--- config.mk ---
export PLATFORM = sky130hd
export DESIGN_NAME = tt_um_jleugeri_ttt_token_router_flat
export DESIGN_NICKNAME = d
export VERILOG_FILES = /design/src/rtl/ttt_pkg.sv /design/src/rtl/tt_um_jleugeri_ttt_token_router_if.sv /design/src/rtl/tt_um_jleugeri_ttt_sat_accum.sv /design/src/rtl/tt_um_jleugeri_ttt_token_router.sv /design/src/flat_wrapper.sv
export SDC_FILE = /design/constraint.sdc
export NUM_CORES = 1
export LEC_CHECK = 0
export CAP_MARGIN = 30
export CORE_MARGIN = 2
export CORE_UTILIZATION = 51
export CTS_BUF_LIST = sky130_fd_sc_hd__clkbuf_2 sky130_fd_sc_hd__clkbuf_4 sky130_fd_sc_hd__clkbuf_8
export CTS_CLUSTER_SIZE = 25
export DETAILED_ROUTE_END_ITERATION = 8
export PLACE_DENSITY = 0.74
export SKIP_LAST_GASP = 1
export SLEW_MARGIN = 25
export SYNTH_ARGS = -nofsm -noshare
export SYNTH_HDL_FRONTEND = slang
export SYNTH_HIERARCHICAL = 1
export SYNTH_SLANG_ARGS = --single-unit
export TNS_END_PERCENT = 100
--- constraint.sdc ---
create_clock -name clock_fast -period 8.6 [get_ports clock_fast]
set_input_delay 1.72 -clock clock_fast [delete_from_list [all_inputs] [get_ports clock_fast]]
set_output_delay 1.72 -clock clock_fast [all_outputs]
set_load 0.005 [all_outputs]
--- src/rtl/ttt_pkg.sv ---
`default_nettype none
// ============================================================================
// ttt_pkg : shared programming opcodes and sweep FSM state encoding
// Rev 1.0
// ============================================================================
package ttt_pkg;

    // Opcodes 001..011 belong to the processor core; the router only decodes 1xx.
    localparam logic [2:0] c_HDR_CORE_0 = 3'b001;
    localparam logic [2:0] c_HDR_CORE_1 = 3'b010;
    localparam logic [2:0] c_HDR_CORE_2 = 3'b011;
    localparam logic [2:0] c_HDR_TGT    = 3'b100;
    localparam logic [2:0] c_HDR_GW     = 3'b101;
    localparam logic [2:0] c_HDR_BW     = 3'b110;

    typedef enum logic [0:0] {
        IDLE  = 1'b0,
        SWEEP = 1'b1
    } state_e;

endpackage
`default_nettype wire

--- src/rtl/tt_um_jleugeri_ttt_token_router_if.sv ---
`default_nettype none
// ============================================================================
// tt_um_jleugeri_ttt_token_router_if : trigger, programming, injection, core I/O
// Rev 1.0
// ============================================================================
interface tt_um_jleugeri_ttt_token_router_if #(
    parameter int NUM_PROCESSORS  = 10,
    parameter int NEW_TOKENS_BITS = 4,
    parameter int PROG_WIDTH      = 8
);
    localparam int IDW = $clog2(NUM_PROCESSORS + 1);

    logic                              clock_slow;
    logic                              hold;
    logic [2:0]                        prog_header;
    logic [IDW-1:0]                    prog_id;
    logic [PROG_WIDTH-1:0]             prog_data;
    logic                              ext_valid;
    logic [IDW-1:0]                    ext_id;
    logic signed [NEW_TOKENS_BITS-1:0] ext_good;
    logic signed [NEW_TOKENS_BITS-1:0] ext_bad;
    logic                              token_start;
    logic                              token_stop;
    logic [IDW-1:0]                    neuron_id;
    logic signed [NEW_TOKENS_BITS-1:0] new_good_tokens;
    logic signed [NEW_TOKENS_BITS-1:0] new_bad_tokens;

    modport master (
        output clock_slow, hold, prog_header, prog_id, prog_data,
               ext_valid, ext_id, ext_good, ext_bad, token_start, token_stop,
        input  neuron_id, new_good_tokens, new_bad_tokens
    );

    modport slave (
        input  clock_slow, hold, prog_header, prog_id, prog_data,
               ext_valid, ext_id, ext_good, ext_bad, token_start, token_stop,
        output neuron_id, new_good_tokens, new_bad_tokens
    );

endinterface
`default_nettype wire

--- src/rtl/tt_um_jleugeri_ttt_sat_accum.sv ---
`default_nettype none
// ============================================================================
// tt_um_jleugeri_ttt_sat_accum : pending + (+/-weight) + injection, saturated once
// Rev 1.0
// ============================================================================
module tt_um_jleugeri_ttt_sat_accum #(
    parameter int N = 4
) (
    input  logic signed [N-1:0] cur_i,
    input  logic                clear_i,
    input  logic signed [N-1:0] weight_i,
    input  logic                add_i,
    input  logic                sub_i,
    input  logic signed [N-1:0] inj_i,
    input  logic                inj_en_i,
    output logic signed [N-1:0] sum_o
);
    // Two guard bits hold the worst case (3 * -2^(N-1)) without wrapping.
    localparam int W = N + 2;
    localparam logic signed [W-1:0] c_MAX = {{(W-N+1){1'b0}}, {(N-1){1'b1}}};
    localparam logic signed [W-1:0] c_MIN = {{(W-N+1){1'b1}}, {(N-1){1'b0}}};

    logic signed [W-1:0] w_cur;
    logic signed [W-1:0] w_rt;
    logic signed [W-1:0] w_inj;
    logic signed [W-1:0] w_sum;

    always_comb begin
        w_cur = clear_i ? '0 : {{2{cur_i[N-1]}}, cur_i};
        w_rt  = '0;
        if (add_i && !sub_i) begin
            w_rt = {{2{weight_i[N-1]}}, weight_i};
        end else if (sub_i && !add_i) begin
            w_rt = -{{2{weight_i[N-1]}}, weight_i};
        end
        w_inj = inj_en_i ? {{2{inj_i[N-1]}}, inj_i} : '0;
        w_sum = w_cur + w_rt + w_inj;
        if (w_sum > c_MAX) begin
            sum_o = c_MAX[N-1:0];
        end else if (w_sum < c_MIN) begin
            sum_o = c_MIN[N-1:0];
        end else begin
            sum_o = w_sum[N-1:0];
        end
    end

endmodule
`default_nettype wire

--- src/rtl/tt_um_jleugeri_ttt_token_router.sv ---
`default_nettype none
// ============================================================================
// tt_um_jleugeri_ttt_token_router : neuron sweep sequencer and weighted token router
// Rev 1.0
// ============================================================================
module tt_um_jleugeri_ttt_token_router #(
    parameter int NUM_PROCESSORS  = 10,
    parameter int NEW_TOKENS_BITS = 4,
    parameter int PROG_WIDTH      = 8
) (
    input  logic                             clock_fast,
    input  logic                             reset,
    tt_um_jleugeri_ttt_token_router_if.slave bus
);
    import ttt_pkg::*;

    localparam int IDW = $clog2(NUM_PROCESSORS + 1);
    localparam int N   = NEW_TOKENS_BITS;
    localparam logic [IDW-1:0] c_SENTINEL = IDW'(NUM_PROCESSORS);
    localparam logic [IDW-1:0] c_LAST_ID  = IDW'(NUM_PROCESSORS - 1);

    state_e              state_q, state_d;
    logic [IDW-1:0]      cnt_q, cnt_d;
    logic                slow_q;
    logic                start_req_q, start_req_d;
    logic [IDW-1:0]      d1_q, d2_q;
    logic [IDW-1:0]      tgt_q    [NUM_PROCESSORS];
    logic signed [N-1:0] gw_q     [NUM_PROCESSORS];
    logic signed [N-1:0] bw_q     [NUM_PROCESSORS];
    logic signed [N-1:0] pend_g_q [NUM_PROCESSORS];
    logic signed [N-1:0] pend_b_q [NUM_PROCESSORS];
    logic signed [N-1:0] pend_g_d [NUM_PROCESSORS];
    logic signed [N-1:0] pend_b_d [NUM_PROCESSORS];

    logic                w_slow_edge;
    logic                w_start;
    logic                w_sweeping;
    logic                w_ev_ok;
    logic [IDW-1:0]      w_src;
    logic [IDW-1:0]      w_tgt;
    logic signed [N-1:0] w_gw;
    logic signed [N-1:0] w_bw;
    logic                w_unused_prog;

    assign w_slow_edge = bus.clock_slow && !slow_q;
    assign w_start     = start_req_q || w_slow_edge;
    assign w_sweeping  = (state_q == SWEEP);

    assign bus.neuron_id       = w_sweeping ? cnt_q : c_SENTINEL;
    assign bus.new_good_tokens = w_sweeping ? pend_g_q[cnt_q] : '0;
    assign bus.new_bad_tokens  = w_sweeping ? pend_b_q[cnt_q] : '0;

    always_comb begin
        state_d     = state_q;
        cnt_d       = cnt_q;
        start_req_d = w_start;
        case (state_q)
            IDLE: begin
                if (w_start && !bus.hold) begin
                    state_d     = SWEEP;
                    cnt_d       = '0;
                    start_req_d = 1'b0;
                end
            end
            SWEEP: begin
                cnt_d = cnt_q + IDW'(1);
                if (cnt_q == c_LAST_ID) begin
                    state_d = IDLE;
                end
            end
            default: state_d = IDLE;
        endcase
    end

    // The core's event outputs refer to the id issued two cycles earlier.
    assign w_ev_ok = (d2_q < c_SENTINEL);
    assign w_src   = w_ev_ok ? d2_q : '0;
    assign w_tgt   = tgt_q[w_src];
    assign w_gw    = gw_q[w_src];
    assign w_bw    = bw_q[w_src];

    generate
        for (genvar t = 0; t < NUM_PROCESSORS; t++) begin : g_tgt
            logic w_hit;
            logic w_inj;
            logic w_clr;

            // Targets >= NUM_PROCESSORS never match, so such events are dropped.
            assign w_hit = w_ev_ok && (w_tgt == IDW'(t));
            assign w_inj = bus.ext_valid && (bus.ext_id == IDW'(t));
            assign w_clr = w_sweeping && (cnt_q == IDW'(t));

            tt_um_jleugeri_ttt_sat_accum #(.N(N)) u_good (
                .cur_i    (pend_g_q[t]),
                .clear_i  (w_clr),
                .weight_i (w_gw),
                .add_i    (w_hit && bus.token_start),
                .sub_i    (w_hit && bus.token_stop),
                .inj_i    (bus.ext_good),
                .inj_en_i (w_inj),
                .sum_o    (pend_g_d[t])
            );

            tt_um_jleugeri_ttt_sat_accum #(.N(N)) u_bad (
                .cur_i    (pend_b_q[t]),
                .clear_i  (w_clr),
                .weight_i (w_bw),
                .add_i    (w_hit && bus.token_start),
                .sub_i    (w_hit && bus.token_stop),
                .inj_i    (bus.ext_bad),
                .inj_en_i (w_inj),
                .sum_o    (pend_b_d[t])
            );
        end
    endgenerate

    always_ff @(posedge clock_fast) begin
        if (reset) begin
            state_q     <= IDLE;
            cnt_q       <= '0;
            slow_q      <= 1'b0;
            start_req_q <= 1'b0;
            d1_q        <= c_SENTINEL;
            d2_q        <= c_SENTINEL;
            for (int i = 0; i < NUM_PROCESSORS; i++) begin
                pend_g_q[i] <= '0;
                pend_b_q[i] <= '0;
            end
        end else begin
            state_q     <= state_d;
            cnt_q       <= cnt_d;
            slow_q      <= bus.clock_slow;
            start_req_q <= start_req_d;
            d1_q        <= bus.neuron_id;
            d2_q        <= d1_q;
            for (int i = 0; i < NUM_PROCESSORS; i++) begin
                pend_g_q[i] <= pend_g_d[i];
                pend_b_q[i] <= pend_b_d[i];
            end
        end
    end

    // Routing tables are written only while reset is held and survive reset.
    always_ff @(posedge clock_fast) begin
        if (reset && (bus.prog_id < c_SENTINEL)) begin
            case (bus.prog_header)
                c_HDR_TGT: tgt_q[bus.prog_id] <= bus.prog_data[IDW-1:0];
                c_HDR_GW:  gw_q[bus.prog_id]  <= bus.prog_data[N-1:0];
                c_HDR_BW:  bw_q[bus.prog_id]  <= bus.prog_data[N-1:0];
                default: ;
            endcase
        end
    end

    assign w_unused_prog = ^bus.prog_data[PROG_WIDTH-1:IDW];

endmodule
`default_nettype wire

--- src/flat_wrapper.sv ---
// flat-port wrapper written by rule: the top's interface ports become plain ports
module tt_um_jleugeri_ttt_token_router_flat import ttt_pkg::*;
#(
    parameter int NUM_PROCESSORS  = 10,
    parameter int NEW_TOKENS_BITS = 4,
    parameter int PROG_WIDTH      = 8
)
  (clock_fast, reset, bus_clock_slow, bus_hold, bus_prog_header, bus_prog_id, bus_prog_data, bus_ext_valid, bus_ext_id, bus_ext_good, bus_ext_bad, bus_token_start, bus_token_stop, bus_neuron_id, bus_new_good_tokens, bus_new_bad_tokens);
  tt_um_jleugeri_ttt_token_router_if #(.NUM_PROCESSORS(NUM_PROCESSORS), .NEW_TOKENS_BITS(NEW_TOKENS_BITS), .PROG_WIDTH(PROG_WIDTH)) bus_i ();
  input  logic clock_fast;
  input  logic reset;
  input wire logic [$bits(bus_i.clock_slow)-1:0] bus_clock_slow;
  input wire logic [$bits(bus_i.hold)-1:0] bus_hold;
  input wire logic [$bits(bus_i.prog_header)-1:0] bus_prog_header;
  input wire logic [$bits(bus_i.prog_id)-1:0] bus_prog_id;
  input wire logic [$bits(bus_i.prog_data)-1:0] bus_prog_data;
  input wire logic [$bits(bus_i.ext_valid)-1:0] bus_ext_valid;
  input wire logic [$bits(bus_i.ext_id)-1:0] bus_ext_id;
  input wire logic [$bits(bus_i.ext_good)-1:0] bus_ext_good;
  input wire logic [$bits(bus_i.ext_bad)-1:0] bus_ext_bad;
  input wire logic [$bits(bus_i.token_start)-1:0] bus_token_start;
  input wire logic [$bits(bus_i.token_stop)-1:0] bus_token_stop;
  output wire logic [$bits(bus_i.neuron_id)-1:0] bus_neuron_id;
  output wire logic [$bits(bus_i.new_good_tokens)-1:0] bus_new_good_tokens;
  output wire logic [$bits(bus_i.new_bad_tokens)-1:0] bus_new_bad_tokens;
  assign bus_i.clock_slow = bus_clock_slow;
  assign bus_i.hold = bus_hold;
  assign bus_i.prog_header = bus_prog_header;
  assign bus_i.prog_id = bus_prog_id;
  assign bus_i.prog_data = bus_prog_data;
  assign bus_i.ext_valid = bus_ext_valid;
  assign bus_i.ext_id = bus_ext_id;
  assign bus_i.ext_good = bus_ext_good;
  assign bus_i.ext_bad = bus_ext_bad;
  assign bus_i.token_start = bus_token_start;
  assign bus_i.token_stop = bus_token_stop;
  assign bus_neuron_id = bus_i.neuron_id;
  assign bus_new_good_tokens = bus_i.new_good_tokens;
  assign bus_new_bad_tokens = bus_i.new_bad_tokens;
  tt_um_jleugeri_ttt_token_router #(.NUM_PROCESSORS(NUM_PROCESSORS), .NEW_TOKENS_BITS(NEW_TOKENS_BITS), .PROG_WIDTH(PROG_WIDTH)) u_core (.clock_fast(clock_fast), .reset(reset), .bus(bus_i));
endmodule
==> results of run 1 <==
==> Yosys cell counts, drive strengths merged, types with 23 or more instances <==
master | instances | area [µm²]
a22oi | 38 | 363
fa | 120 | 2400
nor2 | 55 | 206
nor2b | 173 | 1080
ha | 104 | 1300
nor3 | 23 | 135
a21oi | 136 | 756
edfxtp | 120 | 3600
dfxtp | 99 | 1980
xor2 | 37 | 324
inv | 178 | 668
mux2 | 23 | 259
a21o | 53 | 398
nand2 | 84 | 318
o21ai | 96 | 484
nor3b | 31 | 264
mux2i | 38 | 380
buf | 24 | 169
xnor3 | 40 | 911
and2 | 44 | 275
nand2b | 82 | 521
==> stage by stage <==
step	area [µm²]	util
6_report	20700	0.568
5_1_grt	20700	0.568
4_1_cts	20700	0.568
3_5_place_dp	19900	0.545
3_3_place_gp	19800	0.543
2_1_floorplan	18800	-
==> state kept, by name (all words and copies together) (netlist names), 4 cells and up, named ones only <==
name / cells
u_core/bw_q: 40
u_core/d1_q: 4
u_core/d2_q: 4
u_core/pend_g_q: 40
u_core/tgt_q: 40
u_core/cnt_q: 4
u_core/gw_q: 40
u_core/pend_b_q: 40
==> metal layers <==
layer  part of all wire  track usage  vias up
met1               0.43        0.318     6722
met5                  0            0        -
met2               0.48        0.408      454
li1                   -            -     6487
met4              0.037        0.104        0
met3              0.061       0.0366      101
==> power by group <==
part	total [mW]	internal, mW	switching, mW
Clock	1.05	0.589	0.464
Combinational	0.358	0.153	0.206
Sequential	1.16	1.13	0.0273
==> cells by family (layout without fill, tap and decap cells) <==
family | count (synthesis) | in the layout | synth area share
AND/OR/NAND/NOR | 557 | 557 | 0.178
multiplexers | 78 | 78 | 0.0543
adder cells (fa/ha/maj) | 224 | 224 | 0.197
buffers and inverters | 220 | 310 | 0.0481
other | 0 | 1 | 0
AO/OA/AOI/OAI | 423 | 423 | 0.155
flip-flops | 219 | 219 | 0.297
XOR/XNOR | 89 | 89 | 0.0712
==> path summary, 6_finish.rpt <==
| path | depth (start not counted) | from | slack (ps) | to |
|---|---|---|---|---|
| hold reg to reg | 1 | u_core/d1_q[1] | 410 | u_core/d2_q[1] |
| setup reg to reg | 16 | u_core/d2_q[3] | 2100 | u_core/pend_b_q[4][1] |
| hold / removal | 1 | u_core/d1_q[1] | 410 | u_core/d2_q[1] |
| setup / recovery | 16 | u_core/d2_q[3] | 2100 | u_core/pend_b_q[4][1] |
==> layout make-up <==
type                       instances  area [µm²]
tap                              468         586
antenna                            1        2.50
sequential                       219        5590
clock inverter                    16         148
timing repair buffer              60         557
multi-input combinational       1371       12500
fill                            3132       15700
clock buffer                      56         696
inverter                         178         668
==> worst max-delay path, cell delays in order (launching register included) <==
cell and delay (ps):
dfxtp_1 920, nor3b_4 910, nand2_1 170, nand3_1 200, o211ai_2 350, nor3b_1 870
nor2b_1 440, a22o_1 240, fa_1 420, ha_1 240, fa_1 410, a21o_1 170
a21oi_1 150, xnor3_1 480, o21ai_1 170, o21ai_1 90, nor2b_1 130
==> impl_summary.md, run 1 <==
Logic synthesis
The net count after synthesis is approximately 2.1k. The number of synthesized flops with an enable pin is 120. After synthesis, the mean cell area works out to ~10 µm². The post-synthesis sequential area ratio is 0.297. The number of synthesis warnings is 6. The cell area after technology mapping is ~0.019 mm². Synthesis inferred between 200 and 250 register bits.

The synthesized instance count is roughly 1.8k. The number of distinct library cell variants in the gate-level netlist after synthesis is between 70 and 80. The post-synthesis async set-or-reset flop share is 0. The most frequently used flop master after synthesis is edfxtp_1.

Timing
The number of max-slew violations in the final report was 0. The final critical delay including setup and external delays is 6500 ps. Setup slack closes at 2100 ps.

The final-report hold violation count is 0. The setup TNS after final layout is 0 ps. For the pin with the worst max-slew slack, the measured transition is roughly 950 ps. The worst slew margin relative to its limit is 0.367. The share of the clock period used by the worst path after layout is 0.756. Hold timing on the final database bottoms out at a slack of between 400 and 500 ps. The top achievable clock speed is roughly 150 MHz. The final worst clock skew is around 27 ps. The count of endpoints failing setup in the final report is 0.

Setup repair after global routing left no endpoint under its margin.

Clocking
The latest clock arrival within the worst-skew pair is 580 ps. The CTS buffer count is 40. After clock tree synthesis, the flow added hold-fix buffers numbering 0. TritonCTS built the clock tree. The buffer type at the clock tree root is clkbuf_8. The worst-case clock buffer depth is 3. The number of levels the H-tree was split into is 2. The number of clock sinks is between 200 and 250. The number of gates resized after CTS was 0. The clock edge transition at the registers on the reported setup and hold paths is around 60 ps. In this run the post-CTS setup repair buffer count came out at 0.

Cells and area
The library cells used most frequently in the layout, excluding fill and tap cells, are 177 x inv_1, 173 x nor2b_1, 120 x edfxtp_1, 120 x fa_1, 116 x a21oi_1. The most common cell after layout, fill and taps aside is inv_1. The number of standard cells in the layout, taps in and fillers out is approximately 2.4k. In the final layout, the share of cells above drive strength 1 is 0.122. After the last flow step, the layout net total stands at around 2.1k. The area added between synthesis and finish is 10.1%.

Global route
The initial antenna violation count is 1. The total overflow left after global routing is 0. The global-route wire length before repair is between 70,000 and 80,000 µm. The maximum number of pins on one net before global-route repair is ~50. Across every metal layer, demand over resource in global routing totals 0.244.

The number of global-route vias before repair is ~14k.

Critical path
The worst setup path is of the reg2reg kind. For the worst setup path, the data required time is 9030 ps. The peak fanout along the critical path is 26. The type of origin of the critical path is a register. The kind of capture point of the worst setup path is a register. Data on the critical path arrives at its endpoint at between 6000 and 7000 ps.

Power and ir drop
Dividing total power by cell area gives a power density of 124 mW/mm². The analysis attributes to cell leakage a power of 9.74 nW. Across the VDD grid, the largest voltage drop is about 0.18 mV. The sum of internal, switching and leakage power is roughly 2.6 mW.

Die
The initial utilization of the core area, before any placement, comes to 0.516. The standard-cell row count is 70. Measured along the y axis, the die boundary spans between 150 and 200 µm.

The die boundary width is between 150 and 200 µm. The full die area is 0.0384 mm². The core area is 0.0364 mm². The number of top-level pins is 46.

Drt
After detailed routing, the number of vias per cell comes to just under 6. The number of nets still failing antenna checks after routing is 0. The first routing iteration left roughly 1.0k violations. The total wirelength of the detailed-routed design is ~46,000 µm. The total via count in the routed design is 13.8k.

For this run, design rule violations remaining after detail routing come to 0. Dividing the detail-routed wire length by the instance count gives about 20 µm. The total iterations of the first detailed-routing run is 5.

Placement
The wire-length estimate of the detail-placed layout is about 34,000 µm. Prior to clock tree synthesis, the placed netlist has a worst setup slack of between 1500 and 2000 ps. The number of placed instances, taps included, is 2,295. The port buffer count is 41.

At the end of routability-driven placement, the weighted congestion stood at approximately 0.85.

Run
Max-cap violations in this run came to 0.

Status
The run finished with clean final reports.

Min path
The tightest min-delay check is of the reg2reg type.
Power figures use the tool's default switching activity.
==> run 2: changes to the inputs <==
Clock period 8.6 ns to 6.7 ns, I/O delays scaled along.
==> run 2 against run 1 <==
Compared with the run above:
- register-to-register slack worse by 1300 ps
- flip-flop and latch count stayed put
- sequential power is 28% higher
- wire length is 1.3% higher
- cell count is 0.63% higher
- utilization is 0.60 points higher
- die area stayed put
- clock skew is 11 ps higher
- worst hold slack better by 1.5 ps
==> impl_summary.md, run 2 (synthesis results as in run 1) <==
Status
The flow ran to the end, and the final reports show no timing, DRC or antenna violations.

Die
Measured along the x axis, the die boundary spans between 150 and 200 µm. During I/O placement, the number of pins put on the boundary was 46. For this configuration, the core starts out at a cell density of 0.516. The floorplan step defined a die boundary enclosing around 0.038 mm². The standard-cell row count is 70. The core area is approximately 0.036 mm². The die outline height is slightly below 200 µm.

Drt
The number of nets still failing antenna checks after routing is 0. The routed layout has 13.9k vias. The detailed-route wire length per cell is between 15 and 20 µm. The routed length on met3 is approximately 2900 µm.

The first TritonRoute pass finished after 6 iterations. The first routing iteration left approximately 1.0k violations. After detailed routing, the number of vias per cell comes to around 6. The total wirelength of the detailed-routed design is between 40,000 and 50,000 µm. In the detailed route, the total length drawn on met2 is approximately 22,000 µm. The DRC violation count after routing is 0. Signal routing reaches up to met4. The total routed wire length on the met1 layer is between 20,000 and 25,000 µm.

Placement
The routability congestion estimate from global placement is about 0.84. The worst setup timing slack at the placement stage is 676 ps. Buffers placed on the I/O ports in this run total between 40 and 50. The half-perimeter wire length of the detailed placement result is about 34,000 µm. The cell count after placement is 2,312.

Critical path
Traced cell by cell, the critical path runs through buf_4, o21ai_2, o21ai_1, a222oi_1, a221oi_4, buf_4, inv_1, ha_1, or2b_1, a32o_1, fa_1, fa_1, a21o_1, a21oi_1, xnor3_2, o21ai_0, a21oi_1, nor2b_1. The worst-path cell with the longest stage delay is dfxtp_1. The data required time at the worst endpoint is around 7000 ps. Along the worst path, the maximum fanout reaches 30. Grouping stages by cell kind, the critical path spends the most delay in compound AO/OA/AOI/OAI gates. The kind of capture point of the worst setup path is a register. The setup path with the least slack is of type reg2reg. For the worst setup path, the data arrival time is about 6400 ps. The type of origin of the critical path is a register.

The number of buffer and inverter stages on the critical path is 3. On the worst path, the slowest cell contributes a delay of between 700 and 800 ps.

Clocking
In this run the deepest clock path goes through 3 buffers. The clock edge transition at the registers on the reported setup and hold paths is around 50 ps. TritonCTS built the clock tree. The number of gates resized after CTS is 0.

The CTS buffer count is 41. In this run the post-CTS setup repair buffer count came out at 0. The latest clock arrival within the worst-skew pair is 610 ps. The number of levels the H-tree was split into is 2. The buffer type at the clock tree root is clkbuf_8. The number of buffers inserted for hold repair after clock tree synthesis is 0.

The number of clock sinks is between 200 and 250.

Power and ir drop
The total power divided by cell area is 165 mW/mm². Across the VDD grid, the largest voltage drop is approximately 0.21 mV. The analysis attributes to cell leakage a power of 9.88 nW.

Run
The tool flagged a number of max-cap violations equal to 0.

Global route
The first global-routing pass estimated about 74,000 µm of wire. The aggregate global routing overflow is 0. The combined global-route utilization of all metal layers is 0.247. The maximum number of pins on one net before global-route repair is 54. The initial antenna violation count is 2. The number of global-route vias before repair is 14.0k.

Timing
The number of max-slew violations in the final report is 0. The final-report hold violation count is 0. Setup repair after global routing left no endpoint under its margin. Setup total negative slack on the finished layout was measured at 0 ps. The routed design could run at a clock period as short as a little under 6000 ps. Setup violations remaining at the end of the flow were counted as 0. In the finished design, the share of the clock period the worst path needs comes to 0.883. At the pin with the least slew margin, the transition time is roughly 1000 ps. The worst slew margin relative to its limit is 0.341. On the final layout, the worst hold slack is just over 400 ps. The top achievable clock speed is roughly 170 MHz. Setup slack closes at 785 ps. On the final layout, the worst clock skew is approximately 38 ps.

Cells and area
Leaving out filler cells and counting taps, the final layout contains around 2.4k. Across the whole layout, storage elements account for 0.00559 mm². The post-layout utilization of the core is 0.574. Compared with the post-synthesis result, the final layout area differs by 11.2%. In the final layout, the multi-input gates occupy approximately 0.012 mm². The most common cell after layout, fill and taps aside is inv_1.

Of the cells placed in the final design, the portion with a size suffix greater than 1 is 0.132. The filler cell count is between 3k and 4k. The total number of nets in the final design is between 2k and 2.5k. The top cell types in the final layout, fill and taps aside, are 177 x inv_1, 173 x nor2b_1, 120 x edfxtp_1, 120 x fa_1, 116 x a21oi_1. The number of antenna diodes in the final layout is 0.

Min path
The path class of the lowest-slack min-delay path is reg2reg.
## run 2: changes by cell type in the layout (fill, tap and decap cells not counted), moves of 2 or more
cell       delta
buf_4        +19
bufinv_16     +3
buf_2         -2
clkbuf_4      +5
clkinv_1      -5
clkinv_2      -3
## run 2: report_power, final
group / internal, mW / switching [mW] / leakage [nW]
Sequential: 1.45 / 0.0389 / 1.88
Clock: 0.890 / 0.607 / 0.489
Combinational: 0.198 / 0.262 / 7.50
Total: 2.54 / 0.909 / 9.88
## run 2: layout make-up
type	instances	area share
Sequential cell	219	0.267
Inverter	178	0.0319
Tap cell	468	0.0280
Multi-Input combinational cell	1371	0.595
Clock inverter	11	0.0102
Clock buffer	60	0.0344
Timing Repair Buffer	77	0.0332
## run 2: final timing paths
kind / slack, ps / startpoint / depth (start not counted) / endpoint
min reg2reg: 410 / u_core/d1_q[0] / 1 / u_core/d2_q[0]
min: 410 / u_core/d1_q[0] / 1 / u_core/d2_q[0]
max: 780 / u_core/d2_q[1] / 18 / u_core/pend_g_q[7][2]
max reg2reg: 780 / u_core/d2_q[1] / 18 / u_core/pend_g_q[7][2]
## run 2: stage by stage
step / total power, mW / area [µm²]
after detailed placement: 1.97 / 20000
after CTS: 3.47 / 20900
after global placement: 1.95 / 19900
after floorplan: 1.82 / 18800
after global routing: 3.58 / 20900
final: 3.45 / 20900
## run 2: per-layer routing
metal  vias up  GRT usage
li1       6533          -
met1      6832      0.326
met2       450      0.414
met3       100     0.0375
met4         0     0.0918
met5         -          0
==> run 3: changes to the inputs <==
Settings changed: CTS_CLUSTER_DIAMETER set to 50, RECOVER_POWER set to 100.
==> run 3 against run 2 <==
Compared with the run above:
- the run now ends with capacitance limit, slew limit left
- worst setup slack got worse by 230 ps
- largest power group is now registers
- wire length shrank 1.2%
- global-route usage fell by 0.33 points
- clock skew increased by 7.9 ps
- sequential share of layout area increased by 0.26 points
- highest routed layer unchanged
==> impl_summary.md, run 3 (synthesis results as in run 1) <==
Clocking
The CTS buffer count is 31. After clock tree synthesis, the clock-pin slew on the worst setup and hold paths is 100 ps. The tree is rooted in a clkbuf_8. The number of levels the H-tree was split into is 1.

Clock latency on the worst-skew pair, taken at its later pin, is 670 ps. The number of gates resized after CTS is 0. The tree built by TritonCTS fans out to between 200 and 250 sinks. Buffers inserted to repair hold after CTS numbered 0.

The worst-case clock buffer depth is 3. The clock tree from TritonCTS is yes. The number of buffers inserted by post-CTS setup repair is 0.

Cells and area
The post-route cell area is roughly 0.021 mm². Of the cells placed in the final design, the portion with a size suffix greater than 1 is 0.115. The filler cell count is between 3k and 4k. Registers take about 0.0056 mm².

The number of antenna diodes in the final layout is 0. The most common cell after layout, fill and taps aside is inv_1. The area added between synthesis and finish is 10.1%.

In the final layout, the multi-input gates occupy ~0.012 mm². The finished layout holds between 2k and 2.5k standard cells, fillers aside. After the last flow step, the layout net total stands at 2,136. The top cell types in the final layout, fill and taps aside, are 177 x inv_1, 173 x nor2b_1, 121 x a21oi_1, 120 x edfxtp_1, 120 x fa_1.

Placement
Counting tap cells, the placed design contains a total of 2,312 instances. The worst setup timing slack at the placement stage is between 600 and 700 ps. The routability congestion estimate from global placement is ~0.84. Detailed placement finished with a half-perimeter wire length of 34,100 µm. The count of buffers added on input and output ports is around 40. The post-place instance area is around 0.02 mm².

Die
The effective utilization at floorplan is 0.516. The core area is around 0.036 mm². The standard-cell row count is 70. The full die area is a little under 0.04 mm². The number of top-level pins is between 40 and 50. The die outline height is about 200 µm.

The die boundary width is 196 µm.

Drt
The total routed wire length on the met1 layer is slightly above 20,000 µm. The routed length on met3 is roughly 2800 µm. Once detail routing completed, the nets flagged for antenna violations numbered 0.

The total via count in the routed design is approximately 14k. The highest metal layer used by the detailed router is met4. The DRC violation count after routing is 0. The total iterations of the first detailed-routing run is 6.

The first routing iteration left between 900 and 1k violations. The detailed-route wire length per cell is 19.6 µm. The total wirelength of the detailed-routed design is around 46,000 µm. In the detailed route, the total length drawn on met2 is approximately 21,000 µm.

The routed via count divided by cell count is 5.85.

Timing
The top achievable clock speed is 163 MHz. The number of max-slew violations in the final report is 122. Of the available clock period, the critical path in the final layout requires 0.917.

The setup slack after layout is roughly 560 ps. The routed design could run at a clock period as short as about 6000 ps. The worst slew margin relative to its limit is -0.764.

The final-report hold violation count is 0. Setup repair after global routing left no endpoint under its margin. The actual transition at the worst max-transition pin is 2650 ps. Setup violations remaining at the end of the flow were counted as 0. Adding up every negative setup slack in the final design gives 0 ps.

The clock arrives with between 40 and 50 ps of skew.

Critical path
In this run the worst setup path begins at u_core/d2_q[1]. The type of origin of the critical path is a register. Data arrives at the worst endpoint at roughly 6600 ps.

The worst register-to-register path ends at u_core/pend_g_q[8][1]. At the worst endpoint, the required time is between 7000 and 8000 ps. The number of cells on the worst reg-to-reg path is 18. The origin of the critical flop-to-flop path is u_core/d2_q[1].

The kind of capture point of the worst setup path is a register. In this run the worst path has a maximum fanout of 30. The worst setup path is of the reg2reg kind. The reg-to-reg setup timing slack is 560 ps.

Following the worst setup path forward leads to its endpoint at u_core/pend_g_q[8][1].

Min path
The path class of the tightest hold or removal check is reg2reg. The startpoint identified for the worst hold timing path is u_core/d1_q[1].

Power and ir drop
Power spread over the standard cell area amounts to 158 mW/mm². The cell leakage power is between 9 and 10 nW. The maximum ir drop on the vdd rail is roughly 0.17 mV. The part of the total power dissipated in combinational logic is 0.138. The internal power consumption is 2.30 mW. The switching power summed over all nets is about 0.98 mW. The sum of internal, switching and leakage power is about 3.3 mW. The switching power share of the total is 0.298. Of the total power, registers draw 0.456. Of the total power, the clock network draws 0.406.

Global route
The number of global-route vias before repair was 13.8k. The maximum number of pins on one net before global-route repair is between 50 and 60. For this run, the total global-route usage over all layers was measured as 0.244. The global-route wire length before repair is 73,200 µm.

The initial antenna violation count is 2. After global routing the overflow that remains totals 0.

Run
The reported max-cap violation count is 3.

Status
The run finished, with violations left. The checks that failed: capacitance limit, slew limit.
run 3: power by group through the flow:
stage | Sequential, mW | Combinational (mW) | Clock (mW)
final | 1.49 | 0.452 | 1.33
after global routing | 1.50 | 0.502 | 1.40
after CTS | 1.49 | 0.456 | 1.36
after floorplan | 1.49 | 0.322 | 0
after global placement | 1.52 | 0.432 | 0
after detailed placement | 1.52 | 0.452 | 0
run 3: how the worst min path moves through the flow:
stage	to	slack [ps]	depth (start not counted)
finish	u_core/d2_q[1]	420	1
global placement	u_core/d2_q[3]	400	1
floorplan	u_core/d2_q[1]	390	1
CTS	u_core/d2_q[1]	420	1
global route	u_core/d2_q[1]	450	1
detailed placement	u_core/d2_q[1]	390	1
run 3: cell type report:
type,count,share of cell area
Clock buffer,31,0.0206
Sequential cell,219,0.270
Tap cell,468,0.0283
Timing Repair Buffer,77,0.0318
Multi-Input combinational cell,1371,0.600
Clock inverter,27,0.0177
Inverter,178,0.0322
run 3: worst max-delay path: stages (launching register included):
cell	delay [ps]
dfxtp_1	790
buf_4	350
o21ai_2	160
o21ai_0	420
a222oi_1	360
a221oi_4	340
buf_4	400
inv_1	80
ha_1	300
a22o_1	220
fa_1	460
ha_1	240
fa_1	410
a21o_1	170
a21oi_1	170
xnor3_1	500
o21ai_0	190
o21ai_0	160
nor2b_1	160
run 3: per-layer routing:
layer | track usage | vias to the layer above
met5 | 0 | -
met4 | 0.0918 | 0
met3 | 0.0421 | 120
met2 | 0.406 | 422
met1 | 0.320 | 6806
li1 | - | 6511
run 3: metrics by stage:
step / hold slack (ps) / utilization
after floorplan: 389 / -
after global placement: 402 / 0.547
after detailed placement: 393 / 0.549
after CTS: 422 / 0.570
after global routing: 447 / 0.569
final: 421 / 0.569
==> RTL edit 1 (settings of run 3) <==
`NEW_TOKENS_BITS` is set to 4 in 3 places; all go to 5.
--- a/src/rtl/tt_um_jleugeri_ttt_token_router_if.sv
+++ b/src/rtl/tt_um_jleugeri_ttt_token_router_if.sv
@@ -7,3 +7,3 @@
     parameter int NUM_PROCESSORS  = 10,
-    parameter int NEW_TOKENS_BITS = 4,
+    parameter int NEW_TOKENS_BITS = 5,
     parameter int PROG_WIDTH      = 8
--- a/src/rtl/tt_um_jleugeri_ttt_token_router.sv
+++ b/src/rtl/tt_um_jleugeri_ttt_token_router.sv
@@ -7,3 +7,3 @@
     parameter int NUM_PROCESSORS  = 10,
-    parameter int NEW_TOKENS_BITS = 4,
+    parameter int NEW_TOKENS_BITS = 5,
     parameter int PROG_WIDTH      = 8
--- a/src/flat_wrapper.sv
+++ b/src/flat_wrapper.sv
@@ -4,3 +4,3 @@
     parameter int NUM_PROCESSORS  = 10,
-    parameter int NEW_TOKENS_BITS = 4,
+    parameter int NEW_TOKENS_BITS = 5,
     parameter int PROG_WIDTH      = 8
Ports: changed (resized bus_ext_bad, bus_ext_good, bus_new_bad_tokens and bus_new_good_tokens); port bits go from 46 to 50. The function was not compared with the original's and may differ.
==> RTL edit 1 against run 3 <==
The flow still finishes with violations (capacitance limit, slew limit). Worst hold slack improved by 0.0012 ns. Via count rose by 35%. Cell area rose by 26%. Sequential cell count rose by 40. Area after synthesis rose by 26%. Routed wire length rose by 34%. Worst setup slack got worse by 0.042 ns. Power rose by 20%.
==> RTL edit 1: results (changes against run 3) <==
[cts]
cts_max_level=2  ; +1
cts_made_buffers=37  ; +19%

[power]
combPwrFrac_pct=14.8  ; +1.0 points
peakVddDrop_v=0.000229  ; +32%
p_comb_mw=0.583  ; +29%

[detailed_routing]
vias=18718  ; +35%
wl_met3_um=3780  ; +35%

[sta]
worst_slew_pin_slew_ns=3.45  ; +0.803 ns
layout_min_cycle_time_ns=6.18  ; +0.0421 ns
slew_violations=139  ; +14%
skew_ns=0.0684  ; +0.0227 ns

[global_routing]
grt_use_met2_pct=44.4  ; +3.8 points
grt_util_met1_pct=33.1  ; +1.0 points
grt_first_pass_wirelength_um=98000  ; +34%
grt_max_degree=70  ; +30%
antenna_found_initial=0  ; -2

[job]
cap_violations=3  ; unchanged

[synthesis]
synth_common_cells=inv_1 (249), a21oi_1 (176), nor2b_1 (154)
synth_area_leaders=edfxtp_1 (18%), fa_1 (12%), dfxtp_1 (10%)
ys_seq_area_share_pct=27.7  ; -2.0 points
synth-edff-count=140  ; +17%
syn-num-nets=2706  ; +31%

[setup_path]
reg2regPathDepth=19  ; +1

[cells_and_area]
layout.nets=2786  ; +30%
drive_gt1_share_pct=11.1  ; -0.37 points

[status]
failed_checks=capacitance limit, slew limit
status=finished with violations

[placement]
gp_congestion=0.892  ; +6.0%
port_buffers=46  ; +12%

[worst_hold_path]
hold_path_end=u_core/d2_q[3]$_SDFF_PP1_

==> RTL edit 1: metrics by stage <==
step	hold WS [ns]	utilization [%]	cells	instance area [um2]	worst slack (ns)
finish	0.423	56.4	3122	26100	0.517
global route	0.438	56.4	3121	26100	0.153
CTS	0.429	56.7	3121	26200	0.844
detailed placement	0.405	54.7	3054	25300	0.817
global placement	0.399	54.5	3050	25200	0.922
floorplan	0.389	-	2406	23800	0.0407
==> RTL edit 1: kinds of logic after synthesis <==
group / count (synthesis) / synth area share [%]
compound gates: 574 / 17.4
xor+xnor: 139 / 6.91
buf+inv: 306 / 5.06
mux: 105 / 5.61
simple gates: 759 / 19.0
fa+ha+maj: 264 / 18.3
flops: 259 / 27.7
==> RTL edit 1: cell type report <==
| cell class | instances | area (um2) |
|---|---|---|
| antenna | 1 | 2.50 |
| clock buffer | 42 | 559 |
| clock inverter | 25 | 369 |
| fill | 3948 | 20200 |
| inverter | 249 | 935 |
| multi-input combinational | 1841 | 16100 |
| sequential | 259 | 6590 |
| tap | 607 | 759 |
| timing repair buffer | 98 | 816 |
==> RTL edit 1: worst max-delay path, cell delays in order (launching register included) <==
cell      delay, ns
dfxtp_1        0.90
or2_1          0.61
o21ai_0        0.18
o22ai_1        0.29
a22o_1         0.51
nor4_2         0.11
clkbuf_2       0.24
nor2b_1        0.31
a21o_1         0.16
nand2_1        0.05
o31ai_1        0.15
fa_1           0.49
ha_1           0.37
a21oi_1        0.23
a21oi_1        0.13
o22ai_1        0.22
xor2_1         0.21
a21boi_0       0.49
a21oi_1        0.08
nor2b_1        0.16
==> RTL edit 2 (settings of run 3) <==
Made on the original files. One comparison of `cnt_q` changes from == to >=.
--- a/src/rtl/tt_um_jleugeri_ttt_token_router.sv
+++ b/src/rtl/tt_um_jleugeri_ttt_token_router.sv
@@ -66,3 +66,3 @@
                 cnt_d = cnt_q + IDW'(1);
-                if (cnt_q == c_LAST_ID) begin
+                if (cnt_q >= c_LAST_ID) begin
                     state_d = IDLE;
Check against the original RTL: no difference found for any inputs over 4 cycles, from zero or initial values and one cycle with reset high; that may be too few to reach the edited logic, so the function may still have changed.
==> RTL edit 2 against run 3 <==
The run still ends with capacitance limit, slew limit left. Area after synthesis down 0.23%. Critical path depth down 1. Cell area down 0.21%. Routed wire length about the same. Power down 3.9%. Sequential cell count unchanged. Worst hold slack better by 0.010 ns. Worst setup slack worse by 0.0019 ns. Critical endpoint is now u_core/pend_b_q[1][2]$_SDFF_PP0_.
==> RTL edit 2: results (changes against run 3) <==
[status]
failed_checks=capacitance limit, slew limit
status=finished with violations

[placement]
place_area_um2=20000  ; +0.28%
place_ws_ns=0.496  ; -0.181 ns
gp_congestion=0.864  ; +2.6%

[setup_path]
crit_fanout=31  ; +3.3%
r2r_end=u_core/pend_b_q[1][2]$_SDFF_PP0_
r2r_start=u_core/d2_q[0]$_SDFF_PP0_
reg2reg_slack_ns=0.56  ; about the same
reg2regPathDepth=17  ; -1

[synthesis]
ys_seq_area_share_pct=29.8  ; +0.067 points
syn-num-nets=2090  ; +1.1%
ys_types=63  ; -14%
synth_common_cells=inv_1 (181), nor2b_1 (178), edfxtp_1 (120), fa_1 (120), a21oi_1 (119)

[sta]
worst_hold_slack_ns=0.431  ; +0.0100 ns
skew_ns=0.0249  ; -0.0209 ns
relSlewSlack_pct=-82.6  ; -6.2 points
slew_violations=122  ; unchanged

[cells_and_area]
drive_gt1_share_pct=10.6  ; -0.93 points
fillers=3161  ; +2.5%
layout.nets=2172  ; +1.7%

[power]
peakVddDrop_v=0.000223  ; +29%
leakage_nw=9.73  ; -0.21%

[detailed_routing]
wl_met1_um=19700  ; -2.9%
dr.pass1.iters=5  ; -1
wire_per_inst_um=19.3  ; -1.4%
drt_iter0_markers=825  ; -16%
vias=13897  ; +0.27%

[global_routing]
grt.total_usage_pct=24.7  ; +0.33 points
grt_max_degree=60  ; +11%
grt_first_pass_wirelength_um=74200  ; +1.3%
antenna_found_initial=0  ; -2

[job]
cap_violations=3  ; unchanged

[cts]
clk_latency_ns=0.64  ; -0.03 ns

[worst_hold_path]
hold_path_end=u_core/d2_q[3]$_SDFF_PP1_
hp-start=u_core/d1_q[3]$_SDFF_PP1_

-- RTL edit 2: how the worst max path moves through the flow --
stage / start / slack [ns] / endpoint / cells past startpoint
after detailed placement: bus_token_start / 0.50 / u_core/pend_b_q[1][0]$_SDFF_PP0_ / 15
after CTS: u_core/d2_q[0]$_SDFF_PP0_ / 0.64 / u_core/pend_b_q[1][0]$_SDFF_PP0_ / 17
after global placement: bus_token_start / 0.63 / u_core/pend_b_q[1][1]$_SDFF_PP0_ / 15
final: u_core/d2_q[0]$_SDFF_PP0_ / 0.56 / u_core/pend_b_q[1][2]$_SDFF_PP0_ / 17
after floorplan: u_core/d2_q[0]$_SDFF_PP0_ / 1.26 / u_core/pend_g_q[9][0]$_SDFF_PP0_ / 18
after global routing: u_core/d2_q[0]$_SDFF_PP0_ / 0.17 / u_core/pend_b_q[1][2]$_SDFF_PP0_ / 17
-- RTL edit 2: critical path, cell delays in order, from the launching register on --
cell and delay [ns]:
dfxtp_2 0.68, buf_4 0.49, mux2_2 0.40, o32ai_2 0.25, buf_4 0.23, nand3b_1 0.16
nor3_1 0.73, nor2b_1 0.27, a22o_1 0.32, fa_1 0.45, ha_1 0.23, fa_1 0.42
a21o_1 0.19, a21oi_1 0.15, xnor3_1 0.46, o21ai_0 0.17, o21ai_0 0.14, nor2b_1 0.15
-- RTL edit 2: per-layer routing --
| metal | vias to the layer above | global-route usage, % |
|---|---|---|
| met1 | 6810 | 31.5 |
| li1 | 6573 | - |
| met4 | 0 | 10.5 |
| met2 | 406 | 42.2 |
| met3 | 108 | 3.49 |
| met5 | - | 0 |
-- RTL edit 2: logic make-up (layout without fill, tap and decap cells) --
family,after synthesis,in the layout,synth area share (%)
buffers and inverters,224,331,4.63
AOI/OAI and AO/OA,436,436,15.6
and+or+nand+nor,558,558,17.5
DFF,219,219,29.8
xor gates and xnor gates,88,88,7.08
muxes,81,81,5.64
adders and majority gates,225,225,19.8
-- RTL edit 2: area by class of cell --
type	count	area, um2	area share (%)
Multi-Input combinational cell	1388	12400	59.7
Sequential cell	219	5590	27.0
Timing Repair Buffer	92	741	3.58
Inverter	181	679	3.29
Tap cell	468	586	2.83
Clock buffer	31	427	2.06
Clock inverter	27	304	1.47
-- RTL edit 2: report_power, final --
| part | switching (mW) | total (mW) | internal, mW |
|---|---|---|---|
| Sequential | 0.0360 | 1.49 | 1.45 |
| Clock | 0.655 | 1.22 | 0.569 |
| Combinational | 0.250 | 0.434 | 0.184 |
| Total | 0.941 | 3.14 | 2.20 |
-- RTL edit 2: through the flow --
step	cells	power (mW)
after floorplan	1831	1.79
after global placement	2341	1.93
after detailed placement	2347	1.95
after CTS	2405	3.18
after global routing	2406	3.27
final	2406	3.14
